`src/rtl/cc_pkg.sv`:
```
// Shared types and helpers for the cc_seq_engine digit calculator.
package cc_pkg;

    typedef enum logic [1:0] {
        OPT_SMOOTH = 2'd0,
        OPT_NORM   = 2'd1,
        OPT_REV    = 2'd2,
        OPT_CPL    = 2'd3
    } opt_e;

    typedef enum logic [1:0] {
        IDLE,
        SORT,
        CALC,
        OUT
    } state_e;

    // Wrap-around difference of two digits: a - b, lifted by m when negative.
    function automatic int mod_sub(input int a, input int b, input int m);
        int d;
        d = a - b;
        if (d < 0) d = d + m;
        return d;
    endfunction

endpackage

```
`src/rtl/cc_sort_pass.sv`:
```
// One odd/even transposition stage: parity 0 orders pairs (0,1),(2,3)..., parity 1 orders (1,2),(3,4)...
module cc_sort_pass #(
    parameter int N_CH = 4,
    parameter int DW   = 4
) (
    input  logic                 parity,
    input  logic [N_CH*DW-1:0]   lanes_in,
    output logic [N_CH*DW-1:0]   lanes_out
);

    // NOTE: combinational blocks use blocking '=' and assign every output first, so no latch is inferred.
    always_comb begin
        lanes_out = lanes_in;
        for (int j = 0; j < N_CH - 1; j++) begin
            if ((j[0] == parity) && (lanes_in[DW*j +: DW] > lanes_in[DW*(j+1) +: DW])) begin
                lanes_out[DW*j     +: DW] = lanes_in[DW*(j+1) +: DW];
                lanes_out[DW*(j+1) +: DW] = lanes_in[DW*j     +: DW];
            end
        end
    end

endmodule

```
`src/rtl/cc_seq_engine.sv`:
```
// Multi-cycle digit sorter/calculator with valid/ready on both sides.
// Optional CC_RANGE_CHK_EN: clamps out-of-range input lanes and reports in_err.
module cc_seq_engine
    import cc_pkg::*;
#(
    parameter int N_CH = 4,
    parameter int DW   = 4,
    parameter int MOD  = 10
) (
    input  logic                 clk,
    input  logic                 rst,
    input  logic                 in_valid,
    output logic                 in_ready,
    input  logic [1:0]           opt,
    input  logic [N_CH*DW-1:0]   in_data,
    output logic                 out_valid,
    input  logic                 out_ready,
    output logic [N_CH*DW-1:0]   out_data
`ifdef CC_RANGE_CHK_EN
    ,
    output logic                 in_err
`endif
);

    localparam int SW = DW + $clog2(N_CH);
    localparam int CW = $clog2(N_CH) + 1;

    typedef logic [DW-1:0] lane_t;

    function automatic lane_t lane_of(input logic [N_CH*DW-1:0] v, input int i);
        return v[DW*i +: DW];
    endfunction

    state_e              state;
    opt_e                opt_q;
    logic [CW-1:0]       pass_cnt;
    logic [N_CH*DW-1:0]  lanes_q;
    logic [N_CH*DW-1:0]  load_flat;
    logic [N_CH*DW-1:0]  pass_flat;
    logic [N_CH*DW-1:0]  calc_flat;
    logic                accept;

    logic [SW-1:0]       sum;
    lane_t               avg;
    lane_t               max_v;
    lane_t               cv;
    int                  max_idx;

    assign accept = in_valid && in_ready;

`ifdef CC_RANGE_CHK_EN
    logic err_q;
    logic load_err;

    always_comb begin
        load_flat = in_data;
        load_err  = 1'b0;
        for (int i = 0; i < N_CH; i++) begin
            if (int'(lane_of(in_data, i)) >= MOD) begin
                load_flat[DW*i +: DW] = lane_t'(MOD - 1);
                load_err              = 1'b1;
            end
        end
    end
`else
    assign load_flat = in_data;
`endif

    cc_sort_pass #(.N_CH(N_CH), .DW(DW)) u_pass (
        .parity    (pass_cnt[0]),
        .lanes_in  (lanes_q),
        .lanes_out (pass_flat)
    );

    // NOTE: the lane array carries no reset; it is always loaded on accept before anything reads it.
    always_ff @(posedge clk) begin
        if (accept)
            lanes_q <= load_flat;
        else if (state == SORT)
            lanes_q <= pass_flat;
    end

    always_comb begin
        sum     = '0;
        max_v   = lane_of(lanes_q, 0);
        max_idx = 0;
        cv      = '0;
        for (int i = 0; i < N_CH; i++)
            sum = sum + SW'(lane_of(lanes_q, i));
        avg = lane_t'(sum / SW'(N_CH));
        // '>=' lets a later equal lane take over, so ties go to the highest index.
        for (int i = 1; i < N_CH; i++) begin
            if (lane_of(lanes_q, i) >= max_v) begin
                max_v   = lane_of(lanes_q, i);
                max_idx = i;
            end
        end

        calc_flat = lanes_q;
        case (opt_q)
            OPT_SMOOTH: calc_flat[DW*(N_CH-1) +: DW] = avg;
            OPT_NORM: begin
                for (int i = 0; i < N_CH; i++)
                    calc_flat[DW*i +: DW] = lane_t'(mod_sub(int'(lane_of(lanes_q, i)),
                                                            int'(lane_of(lanes_q, 0)), MOD));
            end
            OPT_REV: begin
                for (int i = 0; i < N_CH; i++)
                    calc_flat[DW*i +: DW] = lane_t'(mod_sub(int'(lane_of(lanes_q, N_CH-1-i)),
                                                            int'(lane_of(lanes_q, N_CH-1)), MOD));
            end
            OPT_CPL: begin
                for (int i = 0; i < N_CH; i++) begin
                    cv = (i == max_idx) ? avg : lane_of(lanes_q, i);
                    calc_flat[DW*i +: DW] = (cv == '0) ? '0 : lane_t'(MOD - int'(cv));
                end
            end
            default: calc_flat = lanes_q;
        endcase
    end

    // NOTE: sequential state is updated with non-blocking '<=' so every register samples pre-edge values.
    always_ff @(posedge clk or posedge rst) begin
        if (rst) begin
            state     <= IDLE;
            opt_q     <= OPT_SMOOTH;
            pass_cnt  <= '0;
            in_ready  <= 1'b1;
            out_valid <= 1'b0;
            out_data  <= '0;
`ifdef CC_RANGE_CHK_EN
            err_q     <= 1'b0;
            in_err    <= 1'b0;
`endif
        end else begin
            case (state)
                IDLE: begin
                    if (accept) begin
                        opt_q    <= opt_e'(opt);
                        pass_cnt <= '0;
                        in_ready <= 1'b0;
`ifdef CC_RANGE_CHK_EN
                        err_q    <= load_err;
`endif
                        state    <= (opt_e'(opt) == OPT_SMOOTH || opt_e'(opt) == OPT_NORM) ? SORT : CALC;
                    end
                end
                SORT: begin
                    if (pass_cnt == CW'(N_CH - 1))
                        state <= CALC;
                    else
                        pass_cnt <= pass_cnt + CW'(1);
                end
                CALC: begin
                    out_data  <= calc_flat;
                    out_valid <= 1'b1;
`ifdef CC_RANGE_CHK_EN
                    in_err    <= err_q;
`endif
                    state     <= OUT;
                end
                OUT: begin
                    if (out_ready) begin
                        out_valid <= 1'b0;
                        in_ready  <= 1'b1;
                        state     <= IDLE;
                    end
                end
                default: state <= IDLE;
            endcase
        end
    end

endmodule

```
`config.mk`:
```
export PLATFORM = sky130hd
export DESIGN_NAME = cc_seq_engine
export DESIGN_NICKNAME = d
export VERILOG_FILES = /design/src/rtl/cc_pkg.sv /design/src/rtl/cc_sort_pass.sv /design/src/rtl/cc_seq_engine.sv
export SDC_FILE = /design/constraint.sdc
export NUM_CORES = 1
export LEC_CHECK = 0
export CORE_ASPECT_RATIO = 0.5
export CORE_MARGIN = 1
export CORE_UTILIZATION = 54
export CTS_CLUSTER_DIAMETER = 40
export CTS_CLUSTER_SIZE = 8
export DETAILED_ROUTE_END_ITERATION = 16
export PLACE_DENSITY_LB_ADDON = 0.25
export SLEW_MARGIN = 30
export SYNTH_ARGS = -nofsm -noshare
export SYNTH_HDL_FRONTEND = slang
export SYNTH_HIERARCHICAL = 1
export SYNTH_SLANG_ARGS = --single-unit
export TNS_END_PERCENT = 1
```
`constraint.sdc`:
```
create_clock -name clk -period 4.9 [get_ports clk]
set_input_delay 0.735 -clock clk [delete_from_list [all_inputs] [get_ports clk]]
set_output_delay 0.735 -clock clk [all_outputs]
set_load 0.01 [all_outputs]
```
==> results.yml, run 1 <==
detailed_routing:
  drc: 0
  via_per_inst: 6.22
  vias: 4547
  drtIter0Drc: 425
  dr.pass1.iters: 5
  wirelength_mm: 13.9
  ant_nets: 0
  wire_per_inst_um: 19.0
sta:
  whs_ns: 0.516
  rsz0062_at_grt: "true"
  setup_viol: 0
  relSlewSlack_pct: 44.2
  min_period_over_period_pct: 96.7
  fin_crit_ns: 4.74
  hold_violations: 0
  fmax_ghz: 0.211
  slew_violations: 0
  clock_skew_ns: 0.00495
  tns_ns: 0
  tightest_slew_ns: 0.835
yosys:
  synth_ff_type: "dfrtp_1"
  synth_nets: 660
  synth_cells: 564
  avgSynthCellArea_um2: 8.82
  synth-edff-count: 16
  synth-seq-cells: 41
  synth_area_um2: 4980
  ys_seq_area_share_pct: 22.2
  async_flop_share_pct: 61.0
  yosysWarnings: 6
  netlist-cell-type-count: 68
worst_setup_path:
  end_kind: "register"
  crit_end: "out_data[9]"
  worstReg2RegStart: "lanes_q[2]"
  crit_fanout: 10
  crit_required_ns: 5.08
  worst-setup-path-type: "reg -> reg"
  cp_cell_sequence: "inv_1 > ha_1 > a31oi_2 > a21boi_4 > nor2_4 > buf_4 > mux2i_1 > ha_1 > a2111o_1 > and2_2 > mux2_2 > ha_1 > a2111oi_4 > o211ai_2 > buf_4 > a311oi_2 > a2bb2oi_1 > o2bb2ai_1"
  slowest_delay_ns: 0.46
  cp.arrival_ns: 4.92
  worstPathBufferInverterCount: 3
  crit_start: "lanes_q[2]"
  cp.depth: 18
  cp-start-kind: "register"
  r2r-end: "out_data[9]"
  rr_worst_depth: 18
  crit_slowest_cell: "a2111o_1"
  critPathTopFamily: "compound AO/OA/AOI/OAI gates"
  r2r_slack_ns: 0.16
  cp_common_cell: "ha_1"
flow_run:
  maxCapViolations: 0
die:
  die_h_um: 69.9
  die_area_um2: 9630
  core_area_um2: 8830
  start_util_pct: 56.4
  die_w_um: 138
  pin_count: 40
  placementRows: 24
layout:
  final_nets: 709
  area_growth_pct: 16.8
  antennaDiodeCount: 0
  drive_gt1_share_pct: 12.9
clock_tree:
  clock_latency_ns: 0.29
  clock-sinks: 41
  cts_root_buf: "clkbuf_16"
  cts_max_path_buffers: 2
  numCtsBuffers: 5
  cts_tree: "built"
  htreeDepth: 2
  clkTransAtPathRegs_ns: 0.06
global_route:
  grt_pass1_vias: 4352
  antenna_found_initial: 0
  grt_max_degree: 28
  grtUsageTotal_pct: 31.4
  grt.overflow.total: 0
  grt_pass1_wl_mm: 22.8
place:
  gp_congestion: 0.945
  port_buffers: 39
  hpwl_mm: 10.3
min_path:
  hold_depth: 1
  min_path_type: "reg -> reg"
outcome:
  status: "finished clean"
-- how the worst min path moves through the flow --
stage                      start           end  slack [ns]
floorplan            pass_cnt[1]   pass_cnt[1]        0.49
global placement    out_data[13]  out_data[13]        0.49
detailed placement  out_data[13]  out_data[13]        0.50
CTS                    out_valid     out_valid        0.52
global route        out_data[14]  out_data[14]        0.53
finish              out_data[13]  out_data[13]        0.52
-- flip-flops by register name, summed over array words and instances, names as in the netlist --
signal	cells
lanes_q	16
opt_q	2
pass_cnt	3
in_ready	1
out_valid	1
state	2
out_data	16
-- cell families (layout without fill, tap and decap cells) --
group | Yosys count | count (layout) | synth area share (%)
AO/OA/AOI/OAI | 168 | 168 | 22.1
AND/OR/NAND/NOR | 141 | 141 | 13.8
adder cells (fa/ha/maj) | 74 | 74 | 20.7
buffers and inverters | 60 | 110 | 4.68
multiplexers | 48 | 48 | 10.6
flip-flops | 41 | 41 | 22.2
XOR/XNOR | 32 | 32 | 5.91
-- synthesized netlist by cell type (all sizes together), types with 2 or more instances --
cell | count | area share, %
o32ai | 2 | 0.35
a41o | 2 | 0.43
nand2b | 10 | 1.4
a2111oi | 2 | 0.73
a311oi | 2 | 0.35
and3 | 3 | 0.38
a2111o | 2 | 0.45
a31oi | 9 | 1.1
dfrtp | 24 | 12
a21o | 13 | 2.0
a22oi | 5 | 0.75
o211ai | 7 | 1.2
nand4 | 3 | 0.38
xor2 | 10 | 1.8
xnor2 | 21 | 3.7
o211a | 2 | 0.40
and2 | 2 | 0.25
nor3 | 6 | 0.60
ha | 60 | 15
a2bb2oi | 2 | 0.35
o2111ai | 2 | 0.35
nand2 | 49 | 3.7
nand3 | 5 | 0.50
nor2 | 40 | 3.1
inv | 41 | 3.1
buf | 7 | 0.68
edfxtp | 16 | 9.7
o22ai | 6 | 0.75
o2bb2ai | 3 | 0.53
clkbuf | 12 | 0.90
nor4 | 6 | 1.1
or2 | 3 | 0.38
nor2b | 10 | 1.3
o21ai | 25 | 2.5
a211oi | 3 | 0.45
mux2 | 26 | 5.9
o221ai | 3 | 0.53
o31ai | 2 | 0.30
mux2i | 21 | 4.2
a21oi | 67 | 7.0
fa | 14 | 5.6
-- cell usage in the layout (no fill, tap or decap), types with 10 or more instances in the layout --
| cell type | count |
|---|---|
| nand2_1 | 49 |
| inv_1 | 39 |
| buf_4 | 22 |
| xnor2_1 | 21 |
| dfrtp_1 | 24 |
| clkdlybuf4s50_1 | 39 |
| xor2_1 | 10 |
| mux2i_1 | 20 |
| o21ai_0 | 22 |
| mux2_2 | 26 |
| a21oi_1 | 65 |
| edfxtp_1 | 16 |
| nor2b_1 | 10 |
| a21o_1 | 13 |
| ha_1 | 60 |
| fa_1 | 14 |
| nor2_1 | 38 |
-- through the flow --
stage          std cells  utilization, %  worst slack (ns)  cell area [um^2]
3_3_place_gp         722            63.4             0.210              5600
2_1_floorplan        564               -            0.0305              4990
4_1_cts              730            65.4            0.0775              5770
6_report             731            65.9             0.160              5810
5_1_grt              731            65.9           -0.0458              5810
3_5_place_dp         722            63.4            0.0918              5600
-- metal layers --
layer / vias up / global-route usage, % / part of all wire (%)
met2: 226 / 45.9 / 42
met5: - / 0 / 0
li1: 2160 / - / -
met3: 33 / 5.45 / 9.8
met4: 0 / 9.30 / 2.4
met1: 2128 / 47.0 / 46
-- repair_timing --
action / in CTS / in global routing
setup buffers: 0 / 1
setup endpoints to repair: 0 / 15
resized for setup: 0 / 8
hold buffers: 0 / 0
-- layout make-up --
type,instances,area (um^2)
clock buffers,7,143
clock inverters,1,30.0
fillers,733,3010
inverters,41,154
multi-input cells,463,3680
flip-flops and latches,41,1110
well taps,117,146
repair buffers,61,556
Power of run 1 is not shown: default switching activity piles up to over one toggle a cycle in this logic, so the estimate is an artifact.
==> run 2, diff against run 1 <==
--- a/config.mk
+++ b/config.mk
@@ -6,11 +6,12 @@
 export NUM_CORES = 1
 export LEC_CHECK = 0
 export CORE_ASPECT_RATIO = 0.5
-export CORE_MARGIN = 1
+export CORE_MARGIN = 2
 export CORE_UTILIZATION = 54
 export CTS_CLUSTER_DIAMETER = 40
 export CTS_CLUSTER_SIZE = 8
 export DETAILED_ROUTE_END_ITERATION = 16
+export HOLD_SLACK_MARGIN = 0.05
 export PLACE_DENSITY_LB_ADDON = 0.25
 export SLEW_MARGIN = 30
 export SYNTH_ARGS = -nofsm -noshare
==> results.yml, run 2 (synthesis gave the netlist of run 1 again) <==
layout:
  final_common_cell: "a21oi_1"
  drive_gt1_share_pct: 13.1
  top_regs: "lanes_q: 16 flops, out_data: 16 flops, pass_cnt: 3 flops"
  final_nets: 711
  seq_area_um2: 1110
  area_growth_pct: 16.9
  fillers: 750
  layout_common_cells: "a21oi_1 (65), ha_1 (60), nand2_1 (49), inv_1 (39), clkdlybuf4s50_1 (39)"
  multi_input_area_um2: 3680
  antennaDiodeCount: 0
global_route:
  grt_max_degree: 27
  grt_pass1_vias: 4162
  grt_pass1_wl_mm: 22.0
  grtUsageTotal_pct: 28.3
  grt.overflow.total: 0
  antenna_found_initial: 0
die:
  core_area_um2: 8830
  die_h_um: 71.9
  die_w_um: 140
  start_util_pct: 56.4
  die_area_um2: 10000
  placementRows: 24
  pin_count: 40
sta:
  fin_crit_ns: 4.78
  fmax_ghz: 0.209
  clock_skew_ns: 0.00588
  hold_violations: 0
  relSlewSlack_pct: 44.3
  min_period_over_period_pct: 97.6
  tightest_slew_ns: 0.836
  whs_ns: 0.513
  rsz0062_at_grt: "true"
  setup_viol: 0
  slew_violations: 0
clock_tree:
  htreeDepth: 2
  clock-sinks: 41
  clkTransAtPathRegs_ns: 0.06
  cts_root_buf: "clkbuf_16"
  clock_latency_ns: 0.29
  cts_max_path_buffers: 2
  cts_tree: "built"
  numCtsBuffers: 5
worst_setup_path:
  crit_required_ns: 5.12
  cp-start-kind: "register"
  cp_common_cell: "ha_1"
  worstReg2RegStart: "lanes_q[1]"
  crit_slowest_cell: "mux4_2"
  cp_cell_sequence: "inv_2 > ha_1 > nor2b_1 > o21ai_1 > a21boi_2 > nor2_4 > mux2i_2 > ha_1 > nand2b_1 > a2111o_1 > and2_2 > mux2_2 > ha_1 > a2111oi_4 > o211ai_2 > mux2i_1 > mux4_2 > a21oi_1"
  worst-setup-path-type: "reg -> reg"
  crit_fanout: 4
  r2r-end: "out_data[8]"
  r2r_slack_ns: 0.12
  slowest_delay_ns: 0.49
  cp.arrival_ns: 5.00
  rr_worst_depth: 18
  end_kind: "register"
flow_run:
  maxCapViolations: 0
place:
  hpwl_mm: 10.3
  gp_congestion: 0.950
  port_buffers: 39
detailed_routing:
  vias: 4531
  wire_per_inst_um: 18.7
  drtIter0Drc: 493
  drc: 0
  dr.pass1.iters: 5
  ant_nets: 0
  via_per_inst: 6.18
  wirelength_mm: 13.7
min_path:
  min-delay-start: "out_data[13]"
  hold-path-endpoint: "out_data[13]"
  min_path_type: "reg -> reg"
  hold_depth: 1
outcome:
  status: "finished clean"
run 2: changes by cell type in the layout (fill, tap and decap cells not counted), sizes merged:
| cell | change |
|---|---|
| clkbuf | -1 |
| clkinv | +1 |
| buf | +2 |
run 2: critical path: cells and delay by family (launching register included):
kind                       cells  cell delay, ns
adders and majority gates      3            0.83
muxes                          4            1.19
buffers and inverters          1            0.08
AOI/OAI and AO/OA              6            1.53
DFF                            1            0.40
and+or+nand+nor                4            0.68
run 2: metal layers:
| metal | vias up | GRT usage (%) | share of wire [%] |
|---|---|---|---|
| li1 | 2162 | - | - |
| met1 | 2119 | 41.2 | 45 |
| met2 | 223 | 43.3 | 43 |
| met3 | 27 | 5.75 | 9.9 |
| met4 | 0 | 8.00 | 2.1 |
| met5 | - | 0 | 0 |
run 2: cell type report:
type | instances | area share [%]
Multi-Input combinational cell | 463 | 63.2
Sequential cell | 41 | 19.0
Timing Repair Buffer | 63 | 9.80
Inverter | 41 | 2.64
Tap cell | 117 | 2.52
Clock buffer | 6 | 2.21
Clock inverter | 2 | 0.580
run 2: repair_timing:
action                                  4_1_cts  5_1_grt
endpoints found under the setup margin        0       16
setup buffers                                 0        4
gates resized for setup                       0        8
hold buffers                                  0        0
run 2: how the worst max path moves through the flow:
stage | start | end | slack (ns) | depth (start not counted)
2_1_floorplan | lanes_q[1] | out_data[9] | 0.03 | 21
3_3_place_gp | lanes_q[1] | out_data[0] | 0.22 | 21
3_5_place_dp | lanes_q[1] | out_data[0] | 0.03 | 21
4_1_cts | lanes_q[1] | out_data[0] | 0.008 | 21
5_1_grt | lanes_q[1] | out_data[8] | -0.09 | 18
6_report | lanes_q[1] | out_data[8] | 0.12 | 18
run 2: metrics by stage:
step	instances	area, um^2	setup WS, ns	TNS, ns	util, %
after floorplan	564	4990	0.0305	0	-
after global placement	721	5590	0.218	0	63.4
after detailed placement	721	5590	0.0332	0	63.4
after CTS	729	5760	0.00841	0	65.2
after global routing	733	5820	-0.0894	-0.436	65.9
final	733	5820	0.115	0	65.9
Power of run 2 is left out for the same reason.
==> edit (config.mk and constraints of run 2) <==
`N_CH` is set to 4 in 2 places; all go to 8.
--- a/src/rtl/cc_sort_pass.sv
+++ b/src/rtl/cc_sort_pass.sv
@@ -1,6 +1,6 @@
 // One odd/even transposition stage: parity 0 orders pairs (0,1),(2,3)..., parity 1 orders (1,2),(3,4)...
 module cc_sort_pass #(
-    parameter int N_CH = 4,
+    parameter int N_CH = 8,
     parameter int DW   = 4
 ) (
     input  logic                 parity,
--- a/src/rtl/cc_seq_engine.sv
+++ b/src/rtl/cc_seq_engine.sv
@@ -3,7 +3,7 @@
 module cc_seq_engine
     import cc_pkg::*;
 #(
-    parameter int N_CH = 4,
+    parameter int N_CH = 8,
     parameter int DW   = 4,
     parameter int MOD  = 10
 ) (
Ports: changed (resized in_data and out_data); port bits go from 40 to 72. No check against the original RTL was run, so the function may have changed too.
==> edit against run 2 <==
  * The flow now finishes with violations (negative setup slack)
  * Final area increased by 120%
  * Area after synthesis up 100%
  * Sequential cell count grew 33
  * Worst setup slack worse by 4.7 ns
  * Cell count rose by 120%
  * Routed wire length rose by 150%
Power is not shown: default switching activity piles up to over one toggle a cycle in this logic, so the estimate is an artifact.
==> edit: results (changes against run 2) <==
CP max FO=17 (was 4); setup tns final=-142.14 ns (was 0 ns); router iterations before antenna repair=7 (was 5); port bufs=71 (was 39); GR Layer Usage met1=48.2% (was 41.2%); Synth top cells by count=ha_1 (131), a21oi_1 (118), inv_1 (93) (was a21oi_1 (65), ha_1 (60), nand2_1 (49)); met3 Use GR=8.23% (was 5.75%); first-pass GRT wire length=52.7 mm (was 22.0 mm); Worst EP arrival=9.77 ns (was 5.00 ns); Num CTS Buffers=9 (was 5); Cell Area, Placed=12200 sq um (was 5590 sq um); met2 routed WL=14.4 mm (was 5.88 mm); vias post-DR=10.0k (was 4531); gr usage total=35.0% (was 28.3%); Max-Slew Margin vs Limit=42.3% (was 44.3%); asr flop ratio synth=56.8% (was 61.0%); Final setup viols=32 (was 0); Cells after Synth=1156 (was 564); Avg WL per Cell=21.1 um (was 18.7 um); biggest regs=lanes_q x32, out_data x32, pass_cnt x4 (was lanes_q x16, out_data x16, pass_cnt x3); met1 WL=14.7 mm (was 6.21 mm); CP max stage cell=edfxtp_1 (was mux4_2); H-tree levels=3 (was 2); R2R depth=51 (was 18); Post-synth EDFFs=32 (was 16); placed insts=1578 (was 721); largest net degree at the start of global routing=60 (was 27); initial antenna violation count=1 (was 0); met2 Track Usage GR=53.6% (was 43.3%); Syn Nets=1361 (was 660); vias per cell=6.25 (was 6.18); met3 WL=3.73 mm (was 1.36 mm); ranking of synthesized cells by area=ha_1 (16%), dfrtp_1 (10%), edfxtp_1 (9.5%) (was ha_1 (15%), dfrtp_1 (12%), edfxtp_1 (9.7%)); sequential share of the synthesized area=19.8% (was 22.2%); clock skew=0.00575 ns (was 0.00588 ns); failing checks=negative setup slack; clk_lat worst skew=0.37 ns (was 0.29 ns); DRT iter0 DRCs=778 (was 493); Fill cells=1488 (was 750); setup ws final=-4.60 ns (was 0.115 ns); outcome=finished, violations left (was completed); gpl congestion=0.970 (was 0.950); pre-CTS WS=-4.88 ns (was 0.0332 ns); Critical Path Max Stage Delay=0.39 ns (was 0.49 ns)
## edit: cell types whose count changed in the layout (fill, tap and decap cells not counted), moves of 23 or more
cell and delta:
o21ai_0 +37, buf_4 +121, a21o_1 +25, nor2_1 +39, xnor2_1 +24, nand2_1 +28, ha_1 +68, clkdlybuf4s50_1 +32
a21oi_1 +44, mux2i_1 +23, inv_1 +51
## edit: worst min path at each step
stage | startpoint | end | cells past startpoint
floorplan | out_valid | out_valid | 2
global placement | out_valid | out_valid | 2
detailed placement | out_data[31] | out_data[31] | 1
CTS | out_data[31] | out_data[31] | 1
global route | out_data[31] | out_data[31] | 1
finish | out_data[31] | out_data[31] | 1
## edit: layout make-up
type                       count  area, sq um  share of cell area, %
sequential                    74         2010                   15.8
clock buffer                   9          225                   1.77
tap                          259          324                   2.55
multi-input combinational    944         7920                   62.3
timing repair buffer         216         1800                   14.2
inverter                      93          355                   2.80
clock inverter                 7         78.8                  0.620
## edit: what timing repair did
item / CTS / global route
setup endpoints to repair: 32 / 32
gates resized for setup: 38 / 3
pin swaps: 26 / 1
buffers inserted: 8 / 0
## edit: cells by family after synthesis
| group | Yosys count | synth area share (%) |
|---|---|---|
| muxes | 95 | 10.3 |
| adders and majority gates | 168 | 23.3 |
| buffers and inverters | 138 | 5.44 |
| AOI/OAI and AO/OA | 359 | 22.9 |
| xor gates and xnor gates | 71 | 6.33 |
| DFF | 74 | 19.8 |
| and+or+nand+nor | 251 | 11.9 |
## edit: critical path, delay by kind of cell, from the launching register on
kind	cells	cell delay (ns)
adders and majority gates	7	1.89
DFF	1	0.39
buffers and inverters	5	0.77
and+or+nand+nor	14	1.77
AOI/OAI and AO/OA	23	4.02
muxes	2	0.54
